$ cat config.mk
export PLATFORM = sky130hd
export DESIGN_NAME = jzjpcc_execute_skid_reg
export DESIGN_NICKNAME = d
export VERILOG_FILES = /design/src/rtl/jzjpcc_pkg.sv /design/src/rtl/jzjpcc_sat_counter.sv /design/src/rtl/jzjpcc_execute_skid_reg.sv
export SDC_FILE = /design/constraint.sdc
export NUM_CORES = 1
export LEC_CHECK = 0
export ABC_AREA = 1
export ABC_CLOCK_PERIOD_IN_PS = 2750
export CORE_ASPECT_RATIO = 1.4
export CORE_MARGIN = 3
export CORE_UTILIZATION = 51
export CTS_CLUSTER_SIZE = 30
export DETAILED_ROUTE_END_ITERATION = 12
export PLACE_DENSITY_LB_ADDON = 0.1
export REMOVE_ABC_BUFFERS = 1
export SYNTH_ARGS = -nofsm -noshare
export SYNTH_HDL_FRONTEND = slang
export SYNTH_SLANG_ARGS = --single-unit
$ cat constraint.sdc
create_clock -name clock -period 2.75 [get_ports clock]
set_input_delay 0.55 -clock clock [delete_from_list [all_inputs] [get_ports clock]]
set_output_delay 0.55 -clock clock [all_outputs]
set_load 0.03 [all_outputs]
$ cat src/rtl/jzjpcc_pkg.sv
// rtl/jzjpcc_pkg.sv - shared types and field positions for the decode->execute skid register
//
// Purpose: execute bundle layout, bundle width helper and skid buffer state encoding.
// Ports: none (package).
package jzjpcc_pkg;

  localparam int PC_MAX_B_DEF = 15;

  // Bundle width is the sum of the field widths; currentPC spans [pc_max_b:2].
  function automatic int bundle_w(input int pc_max_b);
    return 109 + pc_max_b;
  endfunction

  typedef struct packed {
    logic [31:0]             immediate;
    logic [31:0]             rs1;
    logic [31:0]             rs2;
    logic [PC_MAX_B_DEF:2]   currentPC;
    logic [4:0]              rdAddr;
    logic [2:0]              aluOperation;
    logic                    aluMod;
    logic [1:0]              aluMuxMode;
    logic                    rdWriteEnable;
    logic                    memoryWriteEnable;
    logic                    memoryReadEnable;
  } execute_bundle_t;

  // The hazard-relevant fields sit below currentPC, so their positions do not
  // depend on the PC width and can be sliced from a flat bundle vector.
  localparam int MEM_RE_BIT  = 0;
  localparam int RD_WE_BIT   = 2;
  localparam int RD_ADDR_LSB = 9;

  typedef enum logic [1:0] {
    EMPTY = 2'd0,
    ONE   = 2'd1,
    TWO   = 2'd2
  } skid_state_e;

endpackage

$ cat src/rtl/jzjpcc_sat_counter.sv
// rtl/jzjpcc_sat_counter.sv - saturating up-counter with synchronous clear
//
// Purpose: counts cycles with inc=1, sticks at all-ones; clear wins over inc.
// Ports: clock, reset (async active-low), inc, clear, count[CNT_W-1:0].
module jzjpcc_sat_counter #(
  parameter int CNT_W = 16
) (
  input  logic             clock,
  input  logic             reset,
  input  logic             inc,
  input  logic             clear,
  output logic [CNT_W-1:0] count
);

  always_ff @(posedge clock or negedge reset) begin
    if (!reset) begin
      count <= '0;
    end else if (clear) begin
      count <= '0;
    end else if (inc && (count != {CNT_W{1'b1}})) begin
      count <= count + 1'b1;
    end
  end

endmodule

$ cat src/rtl/jzjpcc_execute_skid_reg.sv
// rtl/jzjpcc_execute_skid_reg.sv - decode->execute pipeline register with two-entry skid buffer
//
// Purpose: registers the execute bundle, decouples execute's ready from decode,
//          supports flush and exports hazard info about held instructions.
// Ports: clock, reset (async active-low); inValid/inReady/inBundle from decode;
//        outValid/outReady/outBundle to execute; flush; hazardRdAddr0/1, hazardLoad;
//        bubbleCount (saturating), clearCount.
module jzjpcc_execute_skid_reg
  import jzjpcc_pkg::*;
#(
  parameter  int PC_MAX_B = 15,
  parameter  int CNT_W    = 16,
  localparam int BUNDLE_W = bundle_w(PC_MAX_B)
) (
  input  logic                clock,
  input  logic                reset,
  input  logic                inValid,
  output logic                inReady,
  input  logic [BUNDLE_W-1:0] inBundle,
  output logic                outValid,
  input  logic                outReady,
  output logic [BUNDLE_W-1:0] outBundle,
  input  logic                flush,
  output logic [4:0]          hazardRdAddr0,
  output logic [4:0]          hazardRdAddr1,
  output logic                hazardLoad,
  output logic [CNT_W-1:0]    bubbleCount,
  input  logic                clearCount
);

  skid_state_e         state_q, state_d;
  logic [BUNDLE_W-1:0] head_q, skid_q;
  logic                load_head, head_from_skid, load_skid;
  logic                accept, consume;

  // Both handshake signals derive from the state register only, so no
  // combinational path runs from outReady to inReady.
  assign inReady  = (state_q != TWO);
  assign outValid = (state_q != EMPTY);
  assign accept   = inValid & inReady & ~flush;
  assign consume  = outValid & outReady;

  always_comb begin
    state_d        = state_q;
    load_head      = 1'b0;
    head_from_skid = 1'b0;
    load_skid      = 1'b0;
    if (flush) begin
      state_d = EMPTY;
    end else begin
      case (state_q)
        EMPTY: begin
          if (accept) begin
            state_d   = ONE;
            load_head = 1'b1;
          end
        end
        ONE: begin
          if (accept && consume) begin
            load_head = 1'b1;
          end else if (accept) begin
            state_d   = TWO;
            load_skid = 1'b1;
          end else if (consume) begin
            state_d = EMPTY;
          end
        end
        TWO: begin
          if (consume) begin
            state_d        = ONE;
            load_head      = 1'b1;
            head_from_skid = 1'b1;
          end
        end
        default: state_d = EMPTY;
      endcase
    end
  end

  always_ff @(posedge clock or negedge reset) begin
    if (!reset) begin
      state_q <= EMPTY;
      head_q  <= '0;
      skid_q  <= '0;
    end else begin
      state_q <= state_d;
      if (load_head) begin
        head_q <= head_from_skid ? skid_q : inBundle;
      end
      if (load_skid) begin
        skid_q <= inBundle;
      end
    end
  end

  assign outBundle = head_q;

  // Entry data is stale when its entry is invalid, so every hazard output is gated by state.
  assign hazardRdAddr0 = (outValid && head_q[RD_WE_BIT])
                         ? head_q[RD_ADDR_LSB +: 5] : 5'd0;
  assign hazardRdAddr1 = ((state_q == TWO) && skid_q[RD_WE_BIT])
                         ? skid_q[RD_ADDR_LSB +: 5] : 5'd0;
  assign hazardLoad    = outValid & head_q[MEM_RE_BIT];

  jzjpcc_sat_counter #(
    .CNT_W(CNT_W)
  ) u_bubble_cnt (
    .clock(clock),
    .reset(reset),
    .inc  (~outValid),
    .clear(clearCount),
    .count(bubbleCount)
  );

endmodule

* Yosys cells after proc, flatten, opt, wreduce, memory -nomap -nowiden *
Cells that the tools add are included.

operators by class
  muxes and demuxes = 22
  multipliers = 0
  $lt $le $gt $ge = 0
  bitwise operators = 6
  $add $sub $neg = 1
  equality and inequality tests = 8
  shift operators = 0
  div/mod/pow operators = 0
  reduce and logical (&&, ||, !) cells = 8

operator list
  cell                                            count
  2-to-1 mux 124 bit                              1
  2-to-1 mux 16 bit                               2
  adder 16 x 1 -> 16 bit (second input constant)  1
  inequality test 16 bit (second input constant)  1
  2-to-1 mux 2 bit                                6
  2-to-1 mux 5 bit                                2
  2-to-1 mux 1 bit                                9
  inequality test 3 bit (second input constant)   3
  case mux 2 bit (3 select lines)                 1
  bitwise AND 1 bit                               4
  logical AND 1 bit                               4
  inequality test 4 bit (second input constant)   1
  AND reduction 4 bit                             1
  nonzero test 2 bit                              2
  case mux 1 bit (3 select lines)                 1
  == test 2 x 1 -> 1 bit (second input constant)  1
  == test 2 bit (second input constant)           1
  logical NOT 2 bit                               1
  inequality test 2 bit (second input constant)   1
  inverter 1 bit                                  2

storage, ports and cells
  output and inout bits = 153
  register bits after elaboration = 266
  bits in latches = 0
  logic and storage cells = 49
  memories = 0
  bits in read-only memories = 0
  RAM bits = 0

* Depth between registers and ports, before layout *
  depth in word-level cells = 7
  mapped depth = 10
  mapped depth without buffers = 9

* Modules after synthesis *
From an unflattened synthesis, not the netlist that was laid out.

second synthesis, totals
  cells, all modules = 1,512
  area total of the unflattened synthesis = 12,126.6 um^2

modules (own cells, without submodules)
  module                   area an instance (um^2)  cells each  sequential area each (um^2)  instances
  jzjpcc_execute_skid_reg  11,089.4                 1,368       6,256.0                      1
  jzjpcc_sat_counter       1,037.2                  144         400.4                        1

* Worst setup path before layout *
Ideal clock, no wire load.

  kind = flip-flop to output port
  start = register state_q[1]
  end = output hazardRdAddr0[0]
  stages on the path, launching flop included = 5
  buffers on the path = 0
  data arrival time = 1.348 ns
  slack = 0.852 ns
  cell sequence = dfrtp_1 > nor2_1 > inv_1 > nand2_1 > nor2_1

on the way
  cells in the longest elaborated chain, start to end = 3

RTL lines
  item                    line                            text
  from (decl)             jzjpcc_execute_skid_reg.sv:31   skid_state_e state_q, state_d;
  from (signal assigned)  jzjpcc_execute_skid_reg.sv:86   state_q <= state_d;
  nonzero test 2 bit      jzjpcc_execute_skid_reg.sv:39   assign outValid = (state_q != EMPTY);
  via outValid            jzjpcc_execute_skid_reg.sv:20   output logic outValid,
  logical AND 1 bit       jzjpcc_execute_skid_reg.sv:99   assign hazardRdAddr0 = (outValid && head_q[RD_WE_BIT])
  2-to-1 mux 5 bit        jzjpcc_execute_skid_reg.sv:100  ? head_q[RD_ADDR_LSB +: 5] : 5'd0;
  to (decl)               jzjpcc_execute_skid_reg.sv:24   output logic [4:0] hazardRdAddr0,

The timed path passes the listed nets, and every way through them passes these cells.

* Worst setup path in the final report *
  start = register state_q[1]
  end = output hazardLoad

on the way
  cells in the longest elaborated chain, start to end = 2

RTL lines
  item                line                            text
  nonzero test 2 bit  jzjpcc_execute_skid_reg.sv:39
  bitwise AND 1 bit   jzjpcc_execute_skid_reg.sv:103  assign hazardLoad = outValid & head_q[MEM_RE_BIT];
  to (decl)           jzjpcc_execute_skid_reg.sv:26   output logic hazardLoad,

Every way passes these cells.

==> metrics.md <==
| Metric | Value |
|---|---|
| Status | complete, no violations |
| CTS sink cnt | 266 |
| Leak | 8.23 nW |
| Post-Syn Instances | 1424 |
| Sequential standard cell area | 6660 um2 |
| Synthesized-area fraction occupied by adder cells | 0.103% |
| Final hold slack | 0.483 ns |
| Power per cell area | 739 nW/um2 |
| Via count | 10093 |
| Power, Total | 12.0 mW |
| CTS tree | yes |
| Hold Crit Class | flip-flop to flip-flop |
| CP most frequent cell | nor2_1 |
| Post-layout util | 69.5% |
| Die W | 137 um |
| CTS Root Cell | clkbuf_16 |
| Post-layout min period | 2.58 ns |
| Post-DP Area | 15300 um2 |
| Final worst slack | 0.173 ns |
| Max stage delay cell, worst path | clkdlybuf4s50_1 |
| Area share of the largest cell type after synthesis | 54.7% |
| Cell taking the most area after synthesis | dfrtp_1 |
| Placed insts | 1950 |
| Syn Area/Cell | 8.54 um2 |
| Max-slew violations | 0 |
| Area of the multi-input gates | 4460 um2 |
| Synth Area in Compound Gates | 9.57% |
| Slew margin rel. | 45.2% |
| Worst VDD drop | 0.924 mV |
| Post-CTS setup repair buffer count | 0 |
| Largest fanout on the critical path | 6 |
| Total grt overflow | 0 |
| Critical Path Sink Type | primary output |
| DP Worst Slack | 0.260 ns |
| Post-route ant nets | 0 |
| Row Count | 66 |
| First-pass GRT wire length | 50300 um |
| Seq/Total Area, Yosys | 54.7% |
| FF-to-FF Start | u_bubble_cnt.count[1] |
| DR pass1 iterations | 5 |
| DR DRC count | 0 |
| WS Path Type | flip-flop to primary output |
| Routability-driven placement congestion ratio | 0.877 |
| WHS Endpoint | outBundle[5] |
| Worst Reg2Reg Path Length in Cells | 10 |
| Yosys warning total | 0 |
| Period utilization | 93.7% |
| Asr flop ratio synth | 100% |
| Cell Chain, Critical Path | nor2_1, buf_4, nor2_1, clkdlybuf4s50_1 |
| Vias in the first global route | 10171 |
| Max frequency | 388 MHz |
| Max incr delay on CP | 0.72 ns |
| Fin nets | 1805 |
| Layout cells sized above 1 | 8.85% |
| Floorplan die height | 189 um |
| Port Buf Inserts | 282 |
| DRT Wirelength | 30600 um |
| Worst Skew | 0.0152 ns |
| Setup_tns | 0 ns |
| Prevailing post-synth register cell | dfrtp_1 |
| Unrepaired setup endpoints after global routing | no |
| GRT Util Overall | 23.9% |
| Fillers | 1887 |
| Routed vias/inst | 5.04 |
| Post-synthesis xor/xnor area fraction | 0.360% |
| CP arrival | 2.03 ns |
| CP startpoint | state_q[1] |
| CP required | 2.20 ns |
| Top Ports | 283 |
| DP HPWL | 20200 um |
| Top cells by area, synth | dfrtp_1 55%, nand2_1 12%, mux2_2 7.1% |
| Worst-case clock buffer depth | 3 |
| Cts bufs inserted | 27 |
| Worst Hold Depth | 2 |
| Post-DR wirelength/cell | 15.3 um |
| Post-Syn Area | 12200 um2 |
| Number of distinct library cells after synthesis | 24 |
| Synthesis-to-layout area growth | 33.4% |
| Total die area | 25800 um2 |
| Actual slew at the worst max-slew pin | 0.822 ns |
| Critical hold path startpoint | outBundle[5] |
| Initial drt markers | 576 |
| H-tree depth | 1 |
| Initial antenna violation count | 4 |
| Pin count of the biggest net entering global routing | 103 |
| Multiplexer area fraction after synthesis | 7.13% |
| Non-filler cells, final | 2004 |
| Max Cap Viol | 0 |
| Worst-path clk slew | 0.06 ns |
| Core area | 23400 um2 |
| Count of final setup violators | 0 |
| Initial Util | 52.1% |
| R2R Path End | u_bubble_cnt.count[5] |
| Final Hold Vio Count | 0 |
| Simple-gate area share of the yosys netlist | 19.2% |
| Clock Latency Late Sink | 0.53 ns |
| Crit start category | flip-flop |
| Internal reg-to-reg setup slack | 0.27 ns |
| Yosys reg bits | 266 |
| Finished Cell Area | 16200 um2 |
| EDFF count, synth | 0 |
| Count leader, synth | nand2_1 |
| Largest family of logic cells by synthesized area | simple AND/OR/NAND/NOR gates |
| Commonest cells in the netlist | 386 x nand2_1, 266 x dfrtp_1, 182 x inv_1 |
-- cell usage in the layout, fill, tap and decap left out --
cell,instances
nand2_1,385
clkdlybuf4s50_1,270
dfrtp_1,266
inv_1,182
o21ai_0,119
nor2_1,91
nand3_1,84
mux2_2,77
a21oi_1,54
o21ai_1,50
clkbuf_16,27
buf_12,14
nand4_1,12
buf_4,8
clkinv_2,6
clkbuf_1,6
dlygate4sd2_1,6
xor2_1,5
diode_2,4
o21bai_1,4
dlymetal6s2s_1,4
clkbuf_8,3
clkinvlp_4,3
nor3b_1,2
bufinv_16,2
nand2_2,1
nand3_2,1
nor2_4,1
o22ai_4,1
nand2_8,1
nand2_4,1
or2_2,1
o22ai_1,1
and2_0,1
ha_1,1
inv_6,1
clkinv_4,1
dlygate4sd3_1,1
buf_8,1
-- worst max-delay path: cells and delay by family (launching register included) --
kind / cells / cell delay, ns
AND/OR/NAND/NOR: 2 / 0.16
flip-flops: 1 / 0.47
buffers and inverters: 2 / 0.88
-- kinds of logic after synthesis --
family	count (synthesis)
adders and majority gates	1
muxes	77
xor gates and xnor gates	5
buffers and inverters	265
DFF	266
AOI/OAI and AO/OA	229
and+or+nand+nor	581
-- layout make-up --
| cell class | instances | share of cell area, % |
|---|---|---|
| clock inverters | 13 | 0.801 |
| clock buffers | 36 | 4.55 |
| repair buffers | 304 | 19.5 |
| flip-flops and latches | 266 | 41.0 |
| inverters | 182 | 4.21 |
| diodes | 4 | 0.0616 |
| well taps | 306 | 2.36 |
| multi-input cells | 893 | 27.5 |
-- state kept, by name (all words and copies together), names as in the netlist --
| name | count |
|---|---|
| state_q | 2 |
| skid_q | 124 |
| u_bubble_cnt.count | 16 |
| outBundle | 124 |
-- power by group --
group | internal [mW] | total, mW | switching (mW)
clock | 2.08 | 3.62 | 1.54
combinational | 1.38 | 3.09 | 1.71
sequential | 4.83 | 5.30 | 0.464
-- metal layers --
layer	routed length [um]	track usage, %	share of wire, %	up-vias
met5	0	0	0	-
met4	949	7.95	3.1	0
met3	2110	5.56	6.9	62
met2	15600	41.3	51	259
met1	12000	29.3	39	4765
li1	-	-	-	5007
-- repair_timing --
action,in CTS,in global routing
cloned,0,0
gates resized for setup,7,4
endpoints found under the setup margin,10,4
hold buffers,1,0
endpoints found under the hold margin,4,0
-- worst max-delay path by stage --
stage	end	slack [ns]	depth (start not counted)
after floorplan	outBundle[100]	-3.13	4
after global routing	hazardRdAddr0[1]	0.03	5
after CTS	hazardRdAddr1[0]	0.05	4
after global placement	skid_q[35]	0.29	5
after detailed placement	outBundle[92]	0.26	5
final	hazardLoad	0.17	4
(Power assumes the default switching activity.)
